--- config.mk ---
export PLATFORM = sky130hd
export DESIGN_NAME = fetch_pc_unit
export DESIGN_NICKNAME = d
export VERILOG_FILES = /design/src/rtl/fetch_pc_unit.sv
export SDC_FILE = /design/constraint.sdc
export NUM_CORES = 1
export LEC_CHECK = 0
export ABC_AREA = 1
export ABC_CLOCK_PERIOD_IN_PS = 1800
export BUFFER_PORTS_ARGS = -buffer_cell sky130_fd_sc_hd__buf_2
export CAP_MARGIN = 20
export CORE_MARGIN = 2
export CORE_UTILIZATION = 30
export DETAILED_ROUTE_END_ITERATION = 7
export GPL_TIMING_DRIVEN = 0
export HOLD_SLACK_MARGIN = 0.08
export PLACE_DENSITY_LB_ADDON = 0.25
export SETUP_SLACK_MARGIN = 0.1
export SLEW_MARGIN = 20
export SYNTH_ARGS = -nofsm -noshare
export SYNTH_HDL_FRONTEND = slang
export SYNTH_SLANG_ARGS = --single-unit
export TNS_END_PERCENT = 1
--- constraint.sdc ---
create_clock -name clk -period 1.8 [get_ports clk]
set_clock_uncertainty 0.2 [all_clocks]
set_input_delay 0.09 -clock clk [delete_from_list [all_inputs] [get_ports clk]]
set_output_delay 0.09 -clock clk [all_outputs]
set_load 0.01 [all_outputs]
--- src/rtl/fetch_pc_unit.sv ---
// Fetch-stage PC sequencer: one outstanding imem request, valid/ready hand-off to decode,
// redirect on taken JAL/JALR/BRANCH with flush, and a sticky fault on misaligned targets.
module fetch_pc_unit #(
  parameter int unsigned     XLEN     = 32,
  parameter logic [XLEN-1:0] RESET_PC = '0
) (
  input  logic            clk,
  input  logic            rst_n,
  input  logic            ex_valid,
  input  logic [XLEN-1:0] ex_instruction,
  input  logic [XLEN-1:0] ex_pc,
  input  logic [XLEN-1:0] ex_rs1,
  input  logic            takebranch,
  output logic            imem_req_valid,
  output logic [XLEN-1:0] imem_req_addr,
  input  logic            imem_req_ready,
  input  logic            imem_rsp_valid,
  input  logic [XLEN-1:0] imem_rsp_data,
  output logic            if_valid,
  output logic [XLEN-1:0] if_instr,
  output logic [XLEN-1:0] if_pc,
  input  logic            if_ready,
  output logic            flush_out,
  output logic            misalign_exc,
  output logic [XLEN-1:0] misalign_addr
);

  localparam logic [6:0] OpJal    = 7'b1101111;
  localparam logic [6:0] OpJalr   = 7'b1100111;
  localparam logic [6:0] OpBranch = 7'b1100011;

  typedef enum logic [2:0] {StIdle, StReq, StWait, StHold, StFault} state_e;

  state_e          state_q, state_d;
  logic [XLEN-1:0] pc_q, pc_d;
  logic            if_valid_q, if_valid_d;
  logic [XLEN-1:0] if_instr_q, if_instr_d;
  logic [XLEN-1:0] if_pc_q, if_pc_d;
  logic            discard_q, discard_d;
  logic            flush_q, flush_d;
  logic            mis_exc_q, mis_exc_d;
  logic [XLEN-1:0] mis_addr_q, mis_addr_d;

  // Redirect target decode
  logic [6:0]      opcode;
  logic [XLEN-1:0] imm_i, imm_b, imm_j, target;
  logic            is_ctrl, redirect;
  logic            unused_funct3;

  assign opcode = ex_instruction[6:0];
  assign imm_i  = {{(XLEN-12){ex_instruction[31]}}, ex_instruction[31:20]};
  assign imm_b  = {{(XLEN-13){ex_instruction[31]}}, ex_instruction[31], ex_instruction[7],
                   ex_instruction[30:25], ex_instruction[11:8], 1'b0};
  assign imm_j  = {{(XLEN-21){ex_instruction[31]}}, ex_instruction[31], ex_instruction[19:12],
                   ex_instruction[20], ex_instruction[30:21], 1'b0};
  assign unused_funct3 = ^ex_instruction[14:12];

  always_comb begin
    target  = '0;
    is_ctrl = 1'b1;
    unique case (opcode)
      OpJal:    target = ex_pc + imm_j;
      OpJalr:   target = (ex_rs1 + imm_i) & ~XLEN'(1);
      OpBranch: target = ex_pc + imm_b;
      default:  is_ctrl = 1'b0;
    endcase
  end

  assign redirect = ex_valid & takebranch & is_ctrl & (state_q != StFault);

  always_ff @(posedge clk or negedge rst_n) begin
    if (!rst_n) begin
      state_q    <= StIdle;
      pc_q       <= RESET_PC;
      if_valid_q <= 1'b0;
      if_instr_q <= '0;
      if_pc_q    <= '0;
      discard_q  <= 1'b0;
      flush_q    <= 1'b0;
      mis_exc_q  <= 1'b0;
      mis_addr_q <= '0;
    end else begin
      state_q    <= state_d;
      pc_q       <= pc_d;
      if_valid_q <= if_valid_d;
      if_instr_q <= if_instr_d;
      if_pc_q    <= if_pc_d;
      discard_q  <= discard_d;
      flush_q    <= flush_d;
      mis_exc_q  <= mis_exc_d;
      mis_addr_q <= mis_addr_d;
    end
  end

  always_comb begin
    state_d    = state_q;
    pc_d       = pc_q;
    if_valid_d = if_valid_q;
    if_instr_d = if_instr_q;
    if_pc_d    = if_pc_q;
    discard_d  = discard_q;
    flush_d    = 1'b0;
    mis_exc_d  = 1'b0;
    mis_addr_d = mis_addr_q;
    if (redirect) begin
      flush_d    = 1'b1;
      if_valid_d = 1'b0;
      if (target[1:0] != 2'b00) begin
        mis_exc_d  = 1'b1;
        mis_addr_d = target;
        discard_d  = 1'b0;
        state_d    = StFault;
      end else begin
        pc_d = target;
        unique case (state_q)
          StWait: begin
            // A response arriving with the redirect is dropped; otherwise drop the next one.
            if (imem_rsp_valid) begin
              discard_d = 1'b0;
              state_d   = StReq;
            end else begin
              discard_d = 1'b1;
            end
          end
          StReq: begin
            if (imem_req_ready) begin
              discard_d = 1'b1;
              state_d   = StWait;
            end
          end
          default: state_d = StReq;
        endcase
      end
    end else begin
      unique case (state_q)
        StIdle: state_d = StReq;
        StReq:  if (imem_req_ready) state_d = StWait;
        StWait: begin
          if (imem_rsp_valid) begin
            if (discard_q) begin
              discard_d = 1'b0;
              state_d   = StReq;
            end else begin
              if_instr_d = imem_rsp_data;
              if_pc_d    = pc_q;
              if_valid_d = 1'b1;
              state_d    = StHold;
            end
          end
        end
        StHold: begin
          if (if_ready) begin
            if_valid_d = 1'b0;
            pc_d       = pc_q + XLEN'(4);
            state_d    = StReq;
          end
        end
        StFault: if_valid_d = 1'b0;
        default: state_d = StIdle;
      endcase
    end
  end

  always_comb begin
    imem_req_valid = (state_q == StReq);
    imem_req_addr  = {pc_q[XLEN-1:2], 2'b00};
    if_valid       = if_valid_q;
    if_instr       = if_instr_q;
    if_pc          = if_pc_q;
    flush_out      = flush_q;
    misalign_exc   = mis_exc_q;
    misalign_addr  = mis_addr_q;
  end

endmodule
# --- Yosys cells after proc, flatten, opt, wreduce, memory -nomap -nowiden ---
# Index checks and enable logic that the tools add are counted.
word_totals:
  n_memories: 0
  inputBits: 135
  out_inout_bits: 132
  ramBits: 0
  reg_bits: 135
  romBits: 0
  latch_bits: 0
op_classes:
  n_mux: 30
  order_cmp: 0
  shift: 0
  n_bitwise: 5
  eq_ne: 15
  addsub: 4
  multipliers: 0
  n_div: 0
  reduce_logical: 15
ops:
  columns: ["cell", "count"]
  rows:
  - ["32-bit two-way mux", 4]
  - ["32-bit adder", 3]
  - ["32-bit case mux with 3 select lines", 1]
  - ["32-bit by 3-bit adder with 32-bit output (second input constant)", 1]
  - ["7-bit equality test (second input constant)", 3]
  - ["3-bit two-way mux", 6]
  - ["4-bit AND reduction", 4]
  - ["3-bit != test (second input constant)", 5]
  - ["3-bit case mux with 5 select lines", 1]
  - ["1-bit two-way mux", 14]
  - ["2-bit nonzero test", 5]
  - ["3-bit by 2-bit equality test with 1-bit output (second input constant)", 2]
  - ["3-bit case mux with 2 select lines", 1]
  - ["2-bit != test (second input constant)", 2]
  - ["4-bit by 3-bit != test with 1-bit output (second input constant)", 1]
  - ["4-bit nonzero test", 1]
  - ["1-bit bitwise AND", 3]
  - ["3-bit by 1-bit equality test with 1-bit output (second input constant)", 1]
  - ["3-bit equality test (second input constant)", 1]
  - ["3-bit logical NOT", 1]
  - ["1-bit case mux with 3 select lines", 1]
  - ["3-bit AND reduction", 1]
  - ["3-bit nonzero test", 1]
  - ["3-bit OR reduction", 1]
  - ["4 further kinds", 5]

# --- Logic depth before layout (Yosys ltp) ---
depth:
  depth_word: 7
  ltp_mapped: 26
  ltp_nobuf: 25

# --- Worst setup path after synthesis ---
# OpenSTA, ideal clock, no wires.
synth_timing:
  path_kind: "input-to-reg"
  from: "input ex_instruction[6]"
  to: "register pc_q[29]"
  path_slack_ps: -1076
  required_time_ps: 1484
  arrival_ps: 2560
  stages: 26
  setup_ps: 116
  path_cell_list: "nand2_1 nor2_1 inv_1 nor2_4 nand3_1 inv_1 clkbuf_1 nand2_1 nand2_1 ha_1 inv_1 fa_1 inv_1 nand3_1 nand3_1 nand2_1 nand2_1 nand2_1 nand2_1 nand2_1 nand2_1 nand2_1 nand3_1 nand3_1 nand2_1 nand2_1"
synth_between:
  elab_chain_cells: 7
  elab_cells_between_ends: 15
synth_rtl:
  columns: ["item", "line_no", "text"]
  rows:
  - ["start: declaration", "10", "input logic [XLEN-1:0] ex_instruction,"]
  - ["7-bit equality test", "61", "unique case (opcode)"]
  - ["3-bit OR reduction (no line)", null, null]
  - ["1-bit two-way mux", "61", null]
  - ["1-bit bitwise AND (2 in series)", "69", "assign redirect = ex_valid & takebranch & is_ctrl & (state_q != StFault);"]
  - ["2-bit != test (no line) or 2-bit nonzero test (tied branches)", null, null]
  - ["3-bit AND reduction (no line)", null, null]
  - ["end signal: assignment", "84", "pc_q <= pc_d;"]
  - ["end: declaration", "35", "logic [XLEN-1:0] pc_q, pc_d;"]
# Several ways; a longest one is shown, not always the timed one. The select of a mux whose other input is x is not followed.
# A chain may end at the register's enable or synchronous reset.

# --- Worst setup path after layout ---
layout_timing:
  from: "input ex_instruction[6]"
  to: "register pc_q[13]"
# Same word-level chain as after synthesis.

==> results.yml <==
timing:
  rsz0062_at_grt: "true"
  fin_ws_ps: -749
  period_minus_slack_ps: 2550
  maxSlewHeadroom: 0.363
  hold_violations: 2
  drv_slew: 0
  setup_viol: 131
  max_freq_mhz: 392
  period_share: 1.42
  worstMarginPinSlew_ps: 956
  hold_ws_ps: -53.1
floorplanning:
  die_y_um: 197
  fp.dieW_um: 197
  initial_core_util: 0.306
  core_um2: 36700
  row_count: 70
  ioPinCount: 267
  dieArea_um2: 39000
global_route:
  grt_max_degree: 71
  grt_overflow_total: 0
  grt_pass1_wl_um: 66100
  grt_pass1_vias: 12000
  antenna_found_initial: 0
  grtUsageTotal: 0.222
final_layout:
  diodes: 0
  nNetsFinal: 2269
  utilization: 0.418
  layout_commonest_cell: "nand2_1"
  drive_above_1_share: 0.281
  area.growth.synth_to_final_pct: 36.7
  mostFrequentLayoutCells: "nand2_1, buf_2, inv_1"
synthesis:
  syn_inst: 1719
  synth_compound_area_frac: 0.110
  synth_edf_count: 0
  synth_top_area_frac: 0.301
  synth_seq_area_share: 0.301
  syn-cell-area_um2: 11200
  async_flop_share: 1.00
  synth-simple-area-share: 0.341
  yosysWarnings: 0
  synth_area_leaders: "dfrtp_1, nand2_1, inv_1"
  ys_seq_elements: 135
  synthFlopType: "dfrtp_1"
  synthAdderAreaFrac: 0.0749
  yosys.area.top_type: "dfrtp_1"
  synth_cell_type_count: 47
  yosys.area_share.xor_xnor: 0.0187
  avgSynthCellArea_um2: 6.53
  synth_top_family_by_area: "simple AND/OR/NAND/NOR gates"
  muxShareOfSynthArea: 0.0351
route:
  vias_per_cell: 4.79
  first_pass_iters: 5
  drt_iter0_drc: 700
  antenna_left: 0
  dr_total_vias: 12200
  wl_per_cell_um: 16.9
  drc: 0
  routed_wl_um: 43100
status:
  status: "complete, but fails checks"
  violations: "negative hold slack, negative setup slack"
power:
  powerDensity_nw_per_um2: 924
  p_leak_nw: 8.03
  vdd_drop_max_uv: 704
placed_design:
  post-dp-hpwl_um: 35600
  gp_congestion: 0.919
  pre_cts_ws_ps: -1690
  portBuffers: 264
clock_network:
  ctsRootBufferMaster: "clkbuf_16"
  clk_latency_ps: 420
  numClockSinks: 135
  clk_pin_slew_ps: 60
  cts_tree: "yes"
  cts_buffers: 17
  postCtsHoldBufs: 44
  htreeDepth: 4
  cts_buffer_depth: 2
setup_path:
  critPathMaxStageDelay_ps: 190
  path_max_fanout: 6
  crit_path_top_delay_cell: "fa_2"
  endpoint_kind: "flip-flop"
  startpoint_type: "primary input"
  path_class: "primary input to flip-flop"
  cp.required_ps: 1900
  worstPathArrival_ps: 2650
min_path:
  holdCritPathClass: "primary input to flip-flop"
run:
  cap_violations: 0
sequential cells by signal (all words and copies together), names as in the netlist:
name and count:
discard_q 1, if_valid 1, misalign_addr 32, flush_out 1, misalign_exc 1, pc_q 32, if_pc 32, if_instr 32
state_q 3
synth_stat cells (20+ instances only):
master and number:
a21oi_1 86, a31oi_1 20, nor3_1 24, nor2_1 171
inv_1 230, xor2_1 20, nand3_1 113, buf_4 35
mux2_2 24, o21ai_0 83, dfrtp_1 135, nand2_1 557
ha_1 64
routing by layer:
layer	part of all wire	up-vias	track usage
li1	-	6183	-
met1	0.47	5598	0.297
met2	0.45	384	0.365
met3	0.055	48	0.0289
met4	0.028	0	0.0810
met5	0	-	0
final cells by class:
cell class	instances	area, um^2
flip-flops and latches	135	3380
clock buffers	20	447
inverters	238	896
fillers	3882	21300
clock inverters	12	164
multi-input cells	1280	7360
well taps	468	586
plain buffers	66	524
repair buffers	330	2000
critical path: cells and delay by family:
kind            cells  cell delay [ps]
compound gates      2              240
fa+ha+maj           2              350
buf+inv             7              690
simple gates       14             1260
through the flow:
step / cell area [um^2] / TNS (ps) / cells / power (W)
detailed placement: 13400 / -115590 / 2453 / 0.0102
global placement: 13400 / -319940 / 2452 / 0.0102
floorplan: 11500 / -42120 / 1720 / 0.00802
global route: 15400 / -72050 / 2549 / 0.0152
CTS: 15100 / -49740 / 2540 / 0.0142
finish: 15400 / -52400 / 2549 / 0.0142
cells by family (layout without fill, tap and decap cells):
kind of cell / count (synthesis) / after routing
AO/OA/AOI/OAI: 227 / 227
flip-flops: 135 / 135
buffers and inverters: 305 / 666
multiplexers: 35 / 35
adder cells (fa/ha/maj): 66 / 66
XOR/XNOR: 24 / 24
AND/OR/NAND/NOR: 926 / 926
other: 1 / 2
power breakdown:
part | leakage, nW | internal (W) | switching, W
Sequential | 1.75 | 0.00397 | 0.000725
Clock | 0.285 | 0.00224 | 0.00139
Combinational | 5.99 | 0.00255 | 0.00333
path summary, 6_finish.rpt:
kind                                     to  slack, ps         startpoint  cells past startpoint
hold / removal             misalign_addr[1]        -50         takebranch                      5
max in group asynchronous         if_pc[19]        650              rst_n                      3
min in group asynchronous          if_pc[0]         10              rst_n                      2
hold reg to reg            misalign_addr[2]        260   misalign_addr[2]                      2
setup reg to reg                   pc_q[24]       -520           pc_q[11]                      9
setup / recovery                   pc_q[13]       -750  ex_instruction[6]                     25
repair_timing:
item,in CTS,in global routing
setup buffers,12,9
setup endpoints to repair,134,134
resized for setup,139,60
hold endpoints to repair,192,24
pin swaps,37,35
Note: power is estimated with default switching activity, not from simulation.
